File: src/rtl/fifo_pkg.sv
// Shared types and defaults for the single-port command FIFO and its initiator.
package fifo_pkg;

  localparam int unsigned FIFO_DATA_W   = 32;
  localparam int unsigned FIFO_CAPACITY = 7;

  typedef enum logic [1:0] {
    IDLE,
    ISSUE,
    WAIT,
    RESP
  } fifo_master_state_t;

endpackage : fifo_pkg

File: src/rtl/sat_counter.sv
// Saturating up-counter with synchronous active-high reset; holds at all-ones.
module sat_counter #(
  parameter int unsigned W = 16
) (
  input  logic         clk,
  input  logic         reset,
  input  logic         inc,
  output logic [W-1:0] count
);

  always_ff @(posedge clk) begin
    if (reset) begin
      count <= '0;
    end else if (inc && (count != {W{1'b1}})) begin
      count <= count + W'(1);
    end
  end

endmodule : sat_counter

File: src/rtl/fifo_port_master.sv
// Request/response initiator for the single-port command FIFO; rejects illegal
// reads/writes locally using a shadow occupancy count.
module fifo_port_master
  import fifo_pkg::*;
#(
  parameter int unsigned DATA_W   = FIFO_DATA_W,
  parameter int unsigned CAPACITY = FIFO_CAPACITY,
  parameter int unsigned CNT_W    = 16
) (
  input  logic                          clk,
  input  logic                          reset,
  input  logic                          req_valid,
  output logic                          req_ready,
  input  logic                          req_write,
  input  logic [DATA_W-1:0]             req_data,
  output logic                          rsp_valid,
  input  logic                          rsp_ready,
  output logic                          rsp_write,
  output logic                          rsp_err,
  output logic [DATA_W-1:0]             rsp_data,
  output logic                          fifo_en,
  output logic                          fifo_r_w,
  output logic [DATA_W-1:0]             fifo_in,
  input  logic [DATA_W-1:0]             fifo_out,
  output logic [$clog2(CAPACITY+1)-1:0] occupancy,
  output logic [CNT_W-1:0]              wr_count,
  output logic [CNT_W-1:0]              rd_count,
  output logic [CNT_W-1:0]              err_count
);

  localparam int unsigned OCC_W = $clog2(CAPACITY + 1);

  fifo_master_state_t state;
  logic               lat_write;
  logic               req_illegal;
  logic               wr_inc;
  logic               rd_inc;
  logic               err_inc;

  assign req_illegal = req_write ? (occupancy == OCC_W'(CAPACITY))
                                 : (occupancy == '0);

  // Statistic strobes: successes count in ISSUE, rejections at the handshake.
  assign wr_inc  = (state == ISSUE) && lat_write;
  assign rd_inc  = (state == ISSUE) && !lat_write;
  assign err_inc = (state == IDLE) && req_valid && req_illegal;

  always_ff @(posedge clk) begin
    if (reset) begin
      state     <= IDLE;
      req_ready <= 1'b1;
      rsp_valid <= 1'b0;
      rsp_write <= 1'b0;
      rsp_err   <= 1'b0;
      rsp_data  <= '0;
      fifo_en   <= 1'b0;
      fifo_r_w  <= 1'b0;
      fifo_in   <= '0;
      occupancy <= '0;
      lat_write <= 1'b0;
    end else begin
      case (state)
        IDLE: begin
          if (req_valid) begin
            lat_write <= req_write;
            rsp_write <= req_write;
            req_ready <= 1'b0;
            if (req_illegal) begin
              rsp_valid <= 1'b1;
              rsp_err   <= 1'b1;
              rsp_data  <= '0;
              state     <= RESP;
            end else begin
              // fifo_in doubles as the latched write data
              fifo_en  <= 1'b1;
              fifo_r_w <= req_write;
              fifo_in  <= req_write ? req_data : '0;
              state    <= ISSUE;
            end
          end
        end
        ISSUE: begin
          fifo_en   <= 1'b0;
          fifo_r_w  <= 1'b0;
          fifo_in   <= '0;
          occupancy <= lat_write ? (occupancy + OCC_W'(1)) : (occupancy - OCC_W'(1));
          state     <= WAIT;
        end
        WAIT: begin
          // FIFO output is only meaningful the cycle after the read command
          rsp_data  <= lat_write ? '0 : fifo_out;
          rsp_err   <= 1'b0;
          rsp_valid <= 1'b1;
          state     <= RESP;
        end
        RESP: begin
          if (rsp_ready) begin
            rsp_valid <= 1'b0;
            rsp_write <= 1'b0;
            rsp_err   <= 1'b0;
            rsp_data  <= '0;
            req_ready <= 1'b1;
            state     <= IDLE;
          end
        end
        default: state <= IDLE;
      endcase
    end
  end

  sat_counter #(.W(CNT_W)) u_wr_cnt (
    .clk   (clk),
    .reset (reset),
    .inc   (wr_inc),
    .count (wr_count)
  );

  sat_counter #(.W(CNT_W)) u_rd_cnt (
    .clk   (clk),
    .reset (reset),
    .inc   (rd_inc),
    .count (rd_count)
  );

  sat_counter #(.W(CNT_W)) u_err_cnt (
    .clk   (clk),
    .reset (reset),
    .inc   (err_inc),
    .count (err_count)
  );

endmodule : fifo_port_master

File: config.mk
export PLATFORM = sky130hd
export DESIGN_NAME = fifo_port_master
export DESIGN_NICKNAME = d
export VERILOG_FILES = /design/src/rtl/fifo_pkg.sv /design/src/rtl/sat_counter.sv /design/src/rtl/fifo_port_master.sv
export SDC_FILE = /design/constraint.sdc
export NUM_CORES = 1
export LEC_CHECK = 0
export ABC_AREA = 1
export CAP_MARGIN = 40
export CORE_MARGIN = 5
export CORE_UTILIZATION = 59
export DETAILED_ROUTE_END_ITERATION = 6
export DONT_BUFFER_PORTS = 1
export GPL_TIMING_DRIVEN = 1
export PLACE_DENSITY = 0.73
export SETUP_SLACK_MARGIN = 0.5
export SYNTH_ARGS = -nofsm -noshare
export SYNTH_HDL_FRONTEND = slang
export SYNTH_SLANG_ARGS = --single-unit
File: constraint.sdc
create_clock -name clk -period 2.07 [get_ports clk]
set_input_delay 0 -clock clk [delete_from_list [all_inputs] [get_ports clk]]
set_output_delay 0 -clock clk [all_outputs]
set_load 0.02 [all_outputs]
# [After elaboration in Yosys (flattened, before gate mapping)]
# Cells that the tools add are included.
[op_classes] muxes=31 n_addsub=5 n_eq_ne=11 n_reduce_logical=18
[ops] operator="$mux 32" count=7
[ops] operator="$pmux 32 s3" count=1
[ops] operator="$pmux 32 s2" count=1
[ops] operator="$add 16x1->16 const B" count=3
[ops] operator="$ne 16x16->1 const B" count=3
[ops] operator="$mux 1" count=11
[ops] operator="$ne 2x2->1 const B" count=4
[ops] operator="$pmux 1 s2" count=4
[ops] operator="$pmux 2 s4" count=1
[ops] operator="$logic_and 1x1->1" count=7
[ops] operator="$mux 2" count=3
[ops] operator="$pmux 1 s3" count=2
[ops] operator="$reduce_and 3->1" count=2
[ops] operator="$eq 2x2->1 const B" count=2
[ops] operator="$reduce_and 2->1" count=2
[ops] operator="$reduce_and 4->1" count=1
[ops] operator="$reduce_bool 2->1" count=2
[ops] operator="$add 3x1->3 const B" count=1
[ops] operator="$eq 3x3->1 const B" count=1
[ops] operator="$logic_not 3->1" count=1
[ops] operator="$mux 3" count=1
[ops] operator="$reduce_bool 3->1" count=1
[ops] operator="$sub 3x1->3 const B" count=1
[ops] operator="$eq 2x1->1 const B" count=1
[ops] operator="2 further kinds" count=2
[word_totals] regBits=124 out_inout_bits=121

# [Logic depth before layout (Yosys ltp)]
# Gate-level depths: netlist of run 1.
[logic_depth] ltp_word=5 ltp_mapped=12

# [Cells and area by module]
# Synthesis of run 1 repeated with hierarchy kept, for this count alone.
[hier_totals] hier_cells=955 hier_area_um2=6297.3
[by_module_without_submodules] mod="fifo_port_master" area_each_um2=3464.6 cells_each=499 n_inst=1 seq_area_each_um2=1521.5
[by_module_without_submodules] mod="sat_counter at u_err_cnt ..." area_each_um2=929.6 cells_each=149 n_inst=2 seq_area_each_um2=320.3
[by_module_without_submodules] mod="sat_counter at u_wr_cnt" area_each_um2=973.4 cells_each=158 n_inst=1 seq_area_each_um2=320.3

# [Worst setup path after synthesis of run 1]
# OpenSTA, ideal clock, no wires.
[synth_path] path_type="reg2reg" from="register u_err_cnt.count[0]" to="register u_err_cnt.count[13]" setup_time_ns=0.114 required_ns=1.956 synth_period_minus_slack_ns=1.676 path_slack_ns=0.394 t_arrival_ns=1.563 stages_incl_launch_ff=10 path_buffers=1 cell_sequence="dfxtp_1 ha_1 nand2_1 nor2_2 nand2_1 nor2_2 nor2_4 buf_6 a21oi_2 nor2_1"
[synth_between] elab_chain_len=2
[synth_rtl] element="start: declaration" line_no="sat_counter.sv:8" rtl="output logic [W-1:0] count"
[synth_rtl] element="start signal: assignment" line_no="sat_counter.sv:15" rtl="count <= count + W'(1);"
[synth_rtl] element="parallel branches: the longest is 2 deep, another holds $add 16x1->16"
# Parallel ways; which one is timed is not known.
# A chain may end at the register's enable or synchronous reset.

# [Worst setup path in the final report of run 1]
[layout_path] from="register state[0]" to="register fifo_in[17]"
[layout_between] elab_chain_len=3
[layout_rtl] element="start: declaration" line_no="fifo_port_master.sv:33" rtl="fifo_master_state_t state;"
[layout_rtl] element="start signal: assignment" line_no="fifo_port_master.sv:50" rtl="state <= IDLE;"
[layout_rtl] element="start signal: assignment" line_no="fifo_port_master.sv:72" rtl="state <= RESP;"
[layout_rtl] element="start signal: assignment" line_no="fifo_port_master.sv:78" rtl="state <= ISSUE;"
[layout_rtl] element="$eq 2x1->1 / $logic_not 2->1 (equally long branches)" line_no="fifo_port_master.sv:62" rtl="case (state)"
[layout_rtl] element="$reduce_bool 2->1 (no source line) / $ne 2x2->1 (equally long branches)"
[layout_rtl] element="$reduce_and 3->1 (no source line)"
[layout_rtl] element="end signal: assignment" line_no="fifo_port_master.sv:77" rtl="fifo_in <= req_write ? req_data : '0;"
[layout_rtl] element="end: declaration" line_no="fifo_port_master.sv:23" rtl="output logic [DATA_W-1:0] fifo_in,"
# Several ways; a longest one is shown, not always the timed one.

==> flow_summary.ini, run 1 <==
[status]
outcome = finished, violations left
violations = negative hold slack

[worst_setup_path]
timing.critical_path.max_delay_family = flip-flops
start_kind = flop
crit_path_cell_trace = inv_4 > ha_4 > nand2_2 > inv_4 > nand2_4 > nand2_8 > buf_12 > o21ai_0 > nor2_1
critPathRequiredTime_ns = 2.47
crit_path_max_incr_delay_ns = 0.41
arrival_ns = 2.01
worstPathMaxFanout = 10
critical_path.slowest_cell = dfxtp_4
startpoint = state[0]$_SDFFE_PP0P_
r2r_end = fifo_in[17]$_SDFFE_PP0P_
slack_of_the_worst_reg_to_reg_path_ns = 0.46
buf_inv_on_cp = 3
critical_path.most_common_cell = inv_4
cp-end-kind = flop
r2r_start = state[0]$_SDFFE_PP0P_
type_of_the_setup_path_with_the_least_slack = flop to flop
ff2ff_path_depth = 9

[route]
drc_violation_total_after_the_first_tritonroute_iteration = 589
post_drt_wl_per_cell_um = 17.9
routed_wirelength_um = 19200
post_drt_via_cell_ratio = 5.75
route.antenna.remaining_nets = 0
detailroute.via_count = 6179
drc = 0
first_pass_iters = 7

[global_routing]
grt_start_max_net_pins = 76
overflow = 0
number_of_antenna_violations_at_the_first_check_in_global_routing = 0
grt_util_all_layers = 0.275
grt_pass1_vias = 5703
first_pass_grt_wire_length_um = 26600

[floorplan]
std_cell_rows = 36
dieHeight_um = 110
floorplan.die.width_um = 110
initial_core_util = 0.606
i_o_pin_count = 190
dieArea_mm2 = 0.0122
core-area_mm2 = 0.00982

[final_layout]
diodes = 0
layout_commonest_cell = nand2_1
fillCellCount = 629
final_layout_size_suffix_gt1_frac = 0.247
area.growth.synth_to_final_pct = 34.6
mostFrequentLayoutCells = nand2_1 (223), nor2_1 (115), dfxtp_1 (104)
design.final.nets = 1009
sequential_cell_area_mm2 = 0.00253
multiInputGateArea_mm2 = 0.00338

[timing]
hold_viol_final = 73
setup-tns-final_ns = 0
max_freq_mhz = 622
layout_min_cycle_time_ns = 1.61
post-route-period-util = 0.777
hold_slack_ns = -0.438
setup-violations-final = 0
worstMarginPinSlew_ns = 0.723
setup_repair_after_global_routing_missed_its_margin = true
slew_headroom = 0.517
skew_ns = 0.0105
report.final.slew_viol_count = 0
crit_path_setup_slack_layout_ns = 0.462

[worst_hold_path]
min-delay-start = reset
hold_crit_class = input port to flop
holdPathStages = 1
min_to = fifo_in[3]$_SDFFE_PP0P_

[clocking]
cts-hold-fix-buffers = 32
root_buffer = clkbuf_8
cts-buffers-inserted = 17
cts_tree = yes
cts_htree_levels = 4
cts_sinks = 124
path_clk_slew_ns = 0.06
clock_insertion_delay_worst_skew_ns = 0.51
cts_max_path_buffers = 2

[synthesis]
post_synth_instance_area_mm2 = 0.00595
syn_inst = 840
ys_ff_latch = 124
yosys_warnings = 0
avgSynthCellArea_um2 = 7.08
yosysSeqAreaShare = 0.418
synth.lib_cells_used.distinct = 36
syn-num-nets = 918

[power_and_ir_drop]
total_leakage_power_nw = 3.11
irDropWorstVdd_uv = 1200
powerDensity_mw_per_mm2 = 1440
power.total_mw = 11.5

[placement]
gp_routability_congestion = 0.848
post-dp-hpwl_um = 10600
io_buffer_count = 0
dp_slack_ns = 0.241

[run]
max_cap_violations = 0
-- per-layer routing --
layer	vias to the layer above	wire length (µm)	global-route usage
met2	332	9690	0.477
li1	2905	-	-
met3	60	1710	0.0844
met1	2882	7190	0.319
met4	0	606	0.106
met5	-	0	0
-- cells in the mapped netlist (all sizes together) --
cell type | n | area (µm²)
o21bai | 1 | 7.51
buf | 21 | 221
fa | 1 | 20.0
clkinv | 1 | 3.75
nand4 | 19 | 119
a31oi | 1 | 6.26
nand3 | 35 | 175
inv | 48 | 183
or2 | 1 | 6.26
xor2 | 12 | 105
clkbuf | 17 | 65.1
nand2 | 243 | 930
nor2 | 140 | 576
dfxtp | 124 | 2480
a21o | 1 | 7.51
ha | 8 | 100
o21ai | 78 | 450
xnor2 | 7 | 61.3
a21oi | 80 | 412
nand3b | 2 | 15.0
-- area by class of cell --
cell class,instances,area share
Multi-Input combinational cell,631,0.422
Clock inverter,12,0.0217
Sequential cell,124,0.317
Timing Repair inverter,2,0.00219
Inverter,49,0.0277
Clock buffer,18,0.0522
Timing Repair Buffer,106,0.136
Tap cell,133,0.0208
-- worst max path at each step --
stage / endpoint / cells past startpoint
floorplan: rsp_data[24]$_SDFFE_PP0P_ / 12
global placement: rsp_data[9]$_SDFFE_PP0P_ / 11
detailed placement: u_rd_cnt.count[1]$_SDFFE_PP0P_ / 7
CTS: rsp_data[2]$_SDFFE_PP0P_ / 11
global route: u_wr_cnt.count[8]$_SDFFE_PP0P_ / 7
finish: fifo_in[17]$_SDFFE_PP0P_ / 9
-- where the power goes --
part	internal [mW]	switching, mW
logic	1.95	2.44
registers	2.98	1.16
clock network	1.93	1.07
-- cells by family (layout without fill, tap and decap cells) --
kind of cell,count (synthesis),count (layout),share of synthesized area
simple gates,440,442,0.306
xor+xnor,19,19,0.0280
compound gates,161,161,0.149
buf+inv,87,187,0.0795
flops,124,124,0.418
fa+ha+maj,9,9,0.0202
-- flip-flops by register name, summed over array words and instances (netlist names) --
register,count
rsp_data,32
u_err_cnt.count,16
occupancy,3
fifo_in,32
rsp_err,1
u_rd_cnt.count,16
state,2
fifo_en,1
fifo_r_w,1
u_wr_cnt.count,16
lat_write,1
req_ready,1
rsp_valid,1
rsp_write,1
-- through the flow --
| step | util | cell area, µm² | instances |
|---|---|---|---|
| floorplan | - | 5960 | 840 |
| global placement | 0.634 | 6220 | 980 |
| detailed placement | 0.634 | 6220 | 980 |
| CTS | 0.761 | 7470 | 1060 |
| global route | 0.815 | 8000 | 1075 |
| finish | 0.815 | 8000 | 1075 |
-- what timing repair did --
action | in CTS | in global routing
pin swaps | 12 | 25
endpoints found under the hold margin | 106 | 73
setup buffers | 15 | 10
gates cloned | 3 | 5
gates resized for setup | 37 | 125
endpoints found under the setup margin | 112 | 114
No activity file was read; power rests on OpenSTA's default activity.
==> inputs of run 2 (changes only) <==
Settings changed: ABC_AREA 1 to 0.
Clock period 2.07 ns to 1.5 ns, I/O delays scaled along.
==> run 2 against run 1 <==
  * The run now fails in 4_1_cts
  * Synthesized cell count decreased by 21%
  * Area after synthesis decreased by 5.4%
==> flow_summary.ini, run 2 <==
[synthesis]
syn_inst = 663
ys_ff_latch = 124
synth.most_common_cell = dfxtp_1
syn-num-nets = 741
yosysTopAreaCellShare = 0.441
synth.lib_cells_used.distinct = 54
yosysSeqAreaShare = 0.441
ys_top_cells_by_area = dfxtp_1 (44%), o21ai_0 (6.9%), a21oi_1 (6.7%), nand4_1 (5.2%), nand3_1 (4.7%)
yosys_warnings = 0
avgSynthCellArea_um2 = 8.48
synth_area_leader_cell = dfxtp_1
synth-edff-count = 0
synth_top_flop_cell = dfxtp_1
post_synth_instance_area_mm2 = 0.00563
ys_top_cells_by_count = dfxtp_1 (124), o21ai_0 (78), a21oi_1 (75)
synth-async-reset-ratio = 0

[floorplan]
std_cell_rows = 35
floorplan.die.width_um = 108
i_o_pin_count = 190
dieHeight_um = 108
initial_core_util = 0.606

[clocking]
cts_sinks = 124
cts_max_path_buffers = 2
root_buffer = clkbuf_8
cts-hold-fix-buffers = 28
cts_htree_levels = 4
post-cts-setup-buffers = 30
cts-buffers-inserted = 17
ctsResizeCount = 230

[placement]
gp_routability_congestion = 0.839
placed_cells = 881
dp_slack_ns = -0.488
io_buffer_count = 0
post-dp-hpwl_um = 11800

[status]
failing_step = 4_1_cts
stop_error = [ERROR DPL-0038] Utilization greater than 100%, impossible to legalize
outcome = stopped before the end
-- run 2: cell count changes after synthesis, sizes merged, moves of 19 or more --
cell and delta:
clkbuf +28, nand2b +33, o31ai +19, nand4 +28, nor2 -115, inv -39, or4 +22, nand2 -228
-- run 2: stage by stage --
step	TNS (ns)	utilization	area (µm²)	hold slack, ns
3_5_place_dp	-19.54	0.763	7090	0.0790
3_3_place_gp	-15.13	0.763	7090	0.0756
2_1_floorplan	-19.55	-	6220	0.126
-- run 2: cell families after synthesis --
family,after synthesis,synth area share
compound gates,198,0.200
xor+xnor,3,0.00467
fa+ha+maj,9,0.0214
buf+inv,61,0.0476
flops,124,0.441
mux,9,0.0173
simple gates,259,0.268
==> inputs of run 3 (changes only) <==
Settings changed: CORE_UTILIZATION 59 to 40, PLACE_DENSITY 0.73 to unset, PLACE_DENSITY_LB_ADDON set to 0.15, SETUP_SLACK_MARGIN 0.5 to unset.
==> run 3 against run 2 <==
  * The flow now finishes, with violations (negative hold slack, negative setup slack)
  * Synthesized cell count did not move
  * Area after synthesis did not move
==> flow_summary.ini, run 3 <==
[timing]
skew_ns = 0.0118
layout_min_cycle_time_ns = 1.98
slew_headroom = 0.740
max_freq_mhz = 506
worstMarginPinSlew_ns = 0.390
crit_path_setup_slack_layout_ns = -0.477
setup-violations-final = 117
setup_repair_after_global_routing_missed_its_margin = true
hold_slack_ns = -0.358
report.final.slew_viol_count = 0
post-route-period-util = 1.32
hold_viol_final = 95

[synthesis]
ys_ff_latch = 124
ys_top_cells_by_area = dfxtp_1 (44%), o21ai_0 (6.9%), a21oi_1 (6.7%), nand4_1 (5.2%), nand3_1 (4.7%)
synth.most_common_cell = dfxtp_1
synth-edff-count = 0
yosysSeqAreaShare = 0.441
synth-async-reset-ratio = 0
synth_top_flop_cell = dfxtp_1
syn-num-nets = 741
yosys_warnings = 0
post_synth_mux_area_share = 0.0173
synth_area_leader_cell = dfxtp_1
synth_xor_xnor_area_share = 0.00467
avgSynthCellArea_um2 = 8.48
syn_inst = 663
synth-compound-area-share = 0.200
synth_adder_area_share = 0.0214
yosysTopAreaCellShare = 0.441
ys_top_cells_by_count = dfxtp_1 (124), o21ai_0 (78), a21oi_1 (75)
synth_simple_gate_area_share = 0.268
post_synth_instance_area_mm2 = 0.00563
synth.lib_cells_used.distinct = 54
synth_top_family_by_area = simple AND/OR/NAND/NOR gates

[power_and_ir_drop]
power.total_mw = 16.8
total_leakage_power_nw = 3.57
comb_power_share = 0.495
p_int_mw = 10.3
irDropWorstVdd_uv = 1010
power.switching_fraction = 0.384
clock_power_share = 0.244
powerDensity_mw_per_mm2 = 1660
pwr-share-seq = 0.261
power.net_switching_mw = 6.46

[final_layout]
area.growth.synth_to_final_pct = 79.8
layout_commonest_cell = buf_4
diodes = 0
finalNonFillerCells = 1092
design.final.nets = 978
final_layout_size_suffix_gt1_frac = 0.497
mostFrequentLayoutCells = buf_4 (141), dfxtp_1 (90), dlygate4sd3_1 (62)
biggestRegsByFlops = fifo_in: 32 flops, rsp_data: 32 flops

[global_routing]
grt_start_max_net_pins = 134
number_of_antenna_violations_at_the_first_check_in_global_routing = 0
grt_pass1_vias = 6352
first_pass_grt_wire_length_um = 32900
grt_util_all_layers = 0.247
overflow = 0

[worst_setup_path]
r2r_start = occupancy[2]$_SDFFE_PP0P_
buf_inv_on_cp = 0
crit_path_cell_trace = or4_4 > a21o_4 > nor4_2 > mux2_2
slack_of_the_worst_reg_to_reg_path_ns = -0.48
crit_end = u_err_cnt.count[12]$_SDFFE_PP0P_
cp_depth = 4
r2r_end = u_err_cnt.count[12]$_SDFFE_PP0P_
cp-end-kind = flop
critPathRequiredTime_ns = 1.80
start_kind = flop
type_of_the_setup_path_with_the_least_slack = flop to flop
critical_path.slowest_cell = or4_4
startpoint = occupancy[2]$_SDFFE_PP0P_
worstPathMaxFanout = 9
crit_path_max_incr_delay_ns = 0.56
timing.critical_path.max_delay_family = simple AND/OR/NAND/NOR gates
ff2ff_path_depth = 4
arrival_ns = 2.28

[clocking]
cts_tree = yes
root_buffer = clkbuf_16
cts-buffers-inserted = 17
clock_insertion_delay_worst_skew_ns = 0.42
path_clk_slew_ns = 0.06
cts_sinks = 124
cts_htree_levels = 4
cts-hold-fix-buffers = 62
cts_max_path_buffers = 2

[route]
routed_wirelength_um = 22600
drc = 0
drc_violation_total_after_the_first_tritonroute_iteration = 415
post_drt_via_cell_ratio = 5.95
post_drt_wl_per_cell_um = 20.7
detailroute.via_count = 6492
first_pass_iters = 5
route.antenna.remaining_nets = 0

[floorplan]
std_cell_rows = 43
i_o_pin_count = 190
dieHeight_um = 129
dieArea_mm2 = 0.0165
core-area_mm2 = 0.0138
floorplan.die.width_um = 129
initial_core_util = 0.407

[placement]
io_buffer_count = 0
post-dp-hpwl_um = 11900
gp_routability_congestion = 0.823
placed_cells = 938

[status]
violations = negative hold slack, negative setup slack
outcome = finished, violations left

[worst_hold_path]
hold_crit_class = input port to flop

[run]
max_cap_violations = 0
run 3: cell counts after synthesis:
No cell type changed its count.
run 3: worst min-delay path by stage:
stage | startpoint | cells after the start | end
3_3_place_gp | reset | 1 | u_err_cnt.count[1]$_SDFFE_PP0P_
2_1_floorplan | req_data[18] | 2 | fifo_in[18]$_SDFFE_PP0P_
3_5_place_dp | reset | 1 | u_err_cnt.count[0]$_SDFFE_PP0P_
6_report | reset | 1 | u_err_cnt.count[1]$_SDFFE_PP0P_
4_1_cts | reset | 1 | u_err_cnt.count[1]$_SDFFE_PP0P_
5_1_grt | reset | 1 | u_err_cnt.count[1]$_SDFFE_PP0P_
run 3: per-stage QoR:
step	area (µm²)	utilization	TNS, ns	worst slack, ns
6_report	10100	0.732	-27.67	-0.477
5_1_grt	10100	0.732	-33.90	-0.511
4_1_cts	9320	0.674	-24.28	-0.425
3_5_place_dp	7200	0.521	-24.13	-0.466
3_3_place_gp	7200	0.521	-19.52	-0.445
2_1_floorplan	6180	-	-19.44	-0.498
run 3: kinds of logic (layout without fill, tap and decap cells):
group | after synthesis | in the layout
simple gates | 259 | 259
compound gates | 198 | 199
flops | 124 | 124
buf+inv | 61 | 309
fa+ha+maj | 9 | 9
mux | 9 | 9
xor+xnor | 3 | 3
run 3: layer usage:
layer / vias up / GRT usage / wire length (µm)
met1: 3169 / 0.277 / 8590
li1: 2981 / - / -
met3: 69 / 0.0731 / 1640
met4: 0 / 0.116 / 803
met2: 273 / 0.431 / 11600
met5: - / 0 / 0
run 3: worst register-to-register path, delay by kind of cell (launching register included):
family          cells  cell delay [ns]
mux                 1             0.37
simple gates        2             0.87
flops               1             0.33
compound gates      1             0.29
run 3: layout make-up:
type	count	area, µm²
clock buffers	21	503
well taps	180	225
clock inverters	10	85.1
repair buffers	269	2730
inverters	9	42.5
flip-flops and latches	124	2550
fillers	941	3710
multi-input cells	479	3980
run 3: what timing repair did:
item                                   4_1_cts  5_1_grt
endpoints found under the hold margin      124       95
pin swaps                                   51      107
setup endpoints to repair                  113      119
gates cloned                                11       10
gates resized for setup                    117      139
setup buffers                               27       23
run 3: power by group through the flow:
stage	Clock (mW)	Sequential [mW]	Combinational, mW
after CTS	4.11	4.34	6.80
final	4.10	4.38	8.33
after global placement	0	4.38	3.83
after detailed placement	0	4.39	3.95
after global routing	4.29	4.41	8.72
after floorplan	0	4.43	3.08
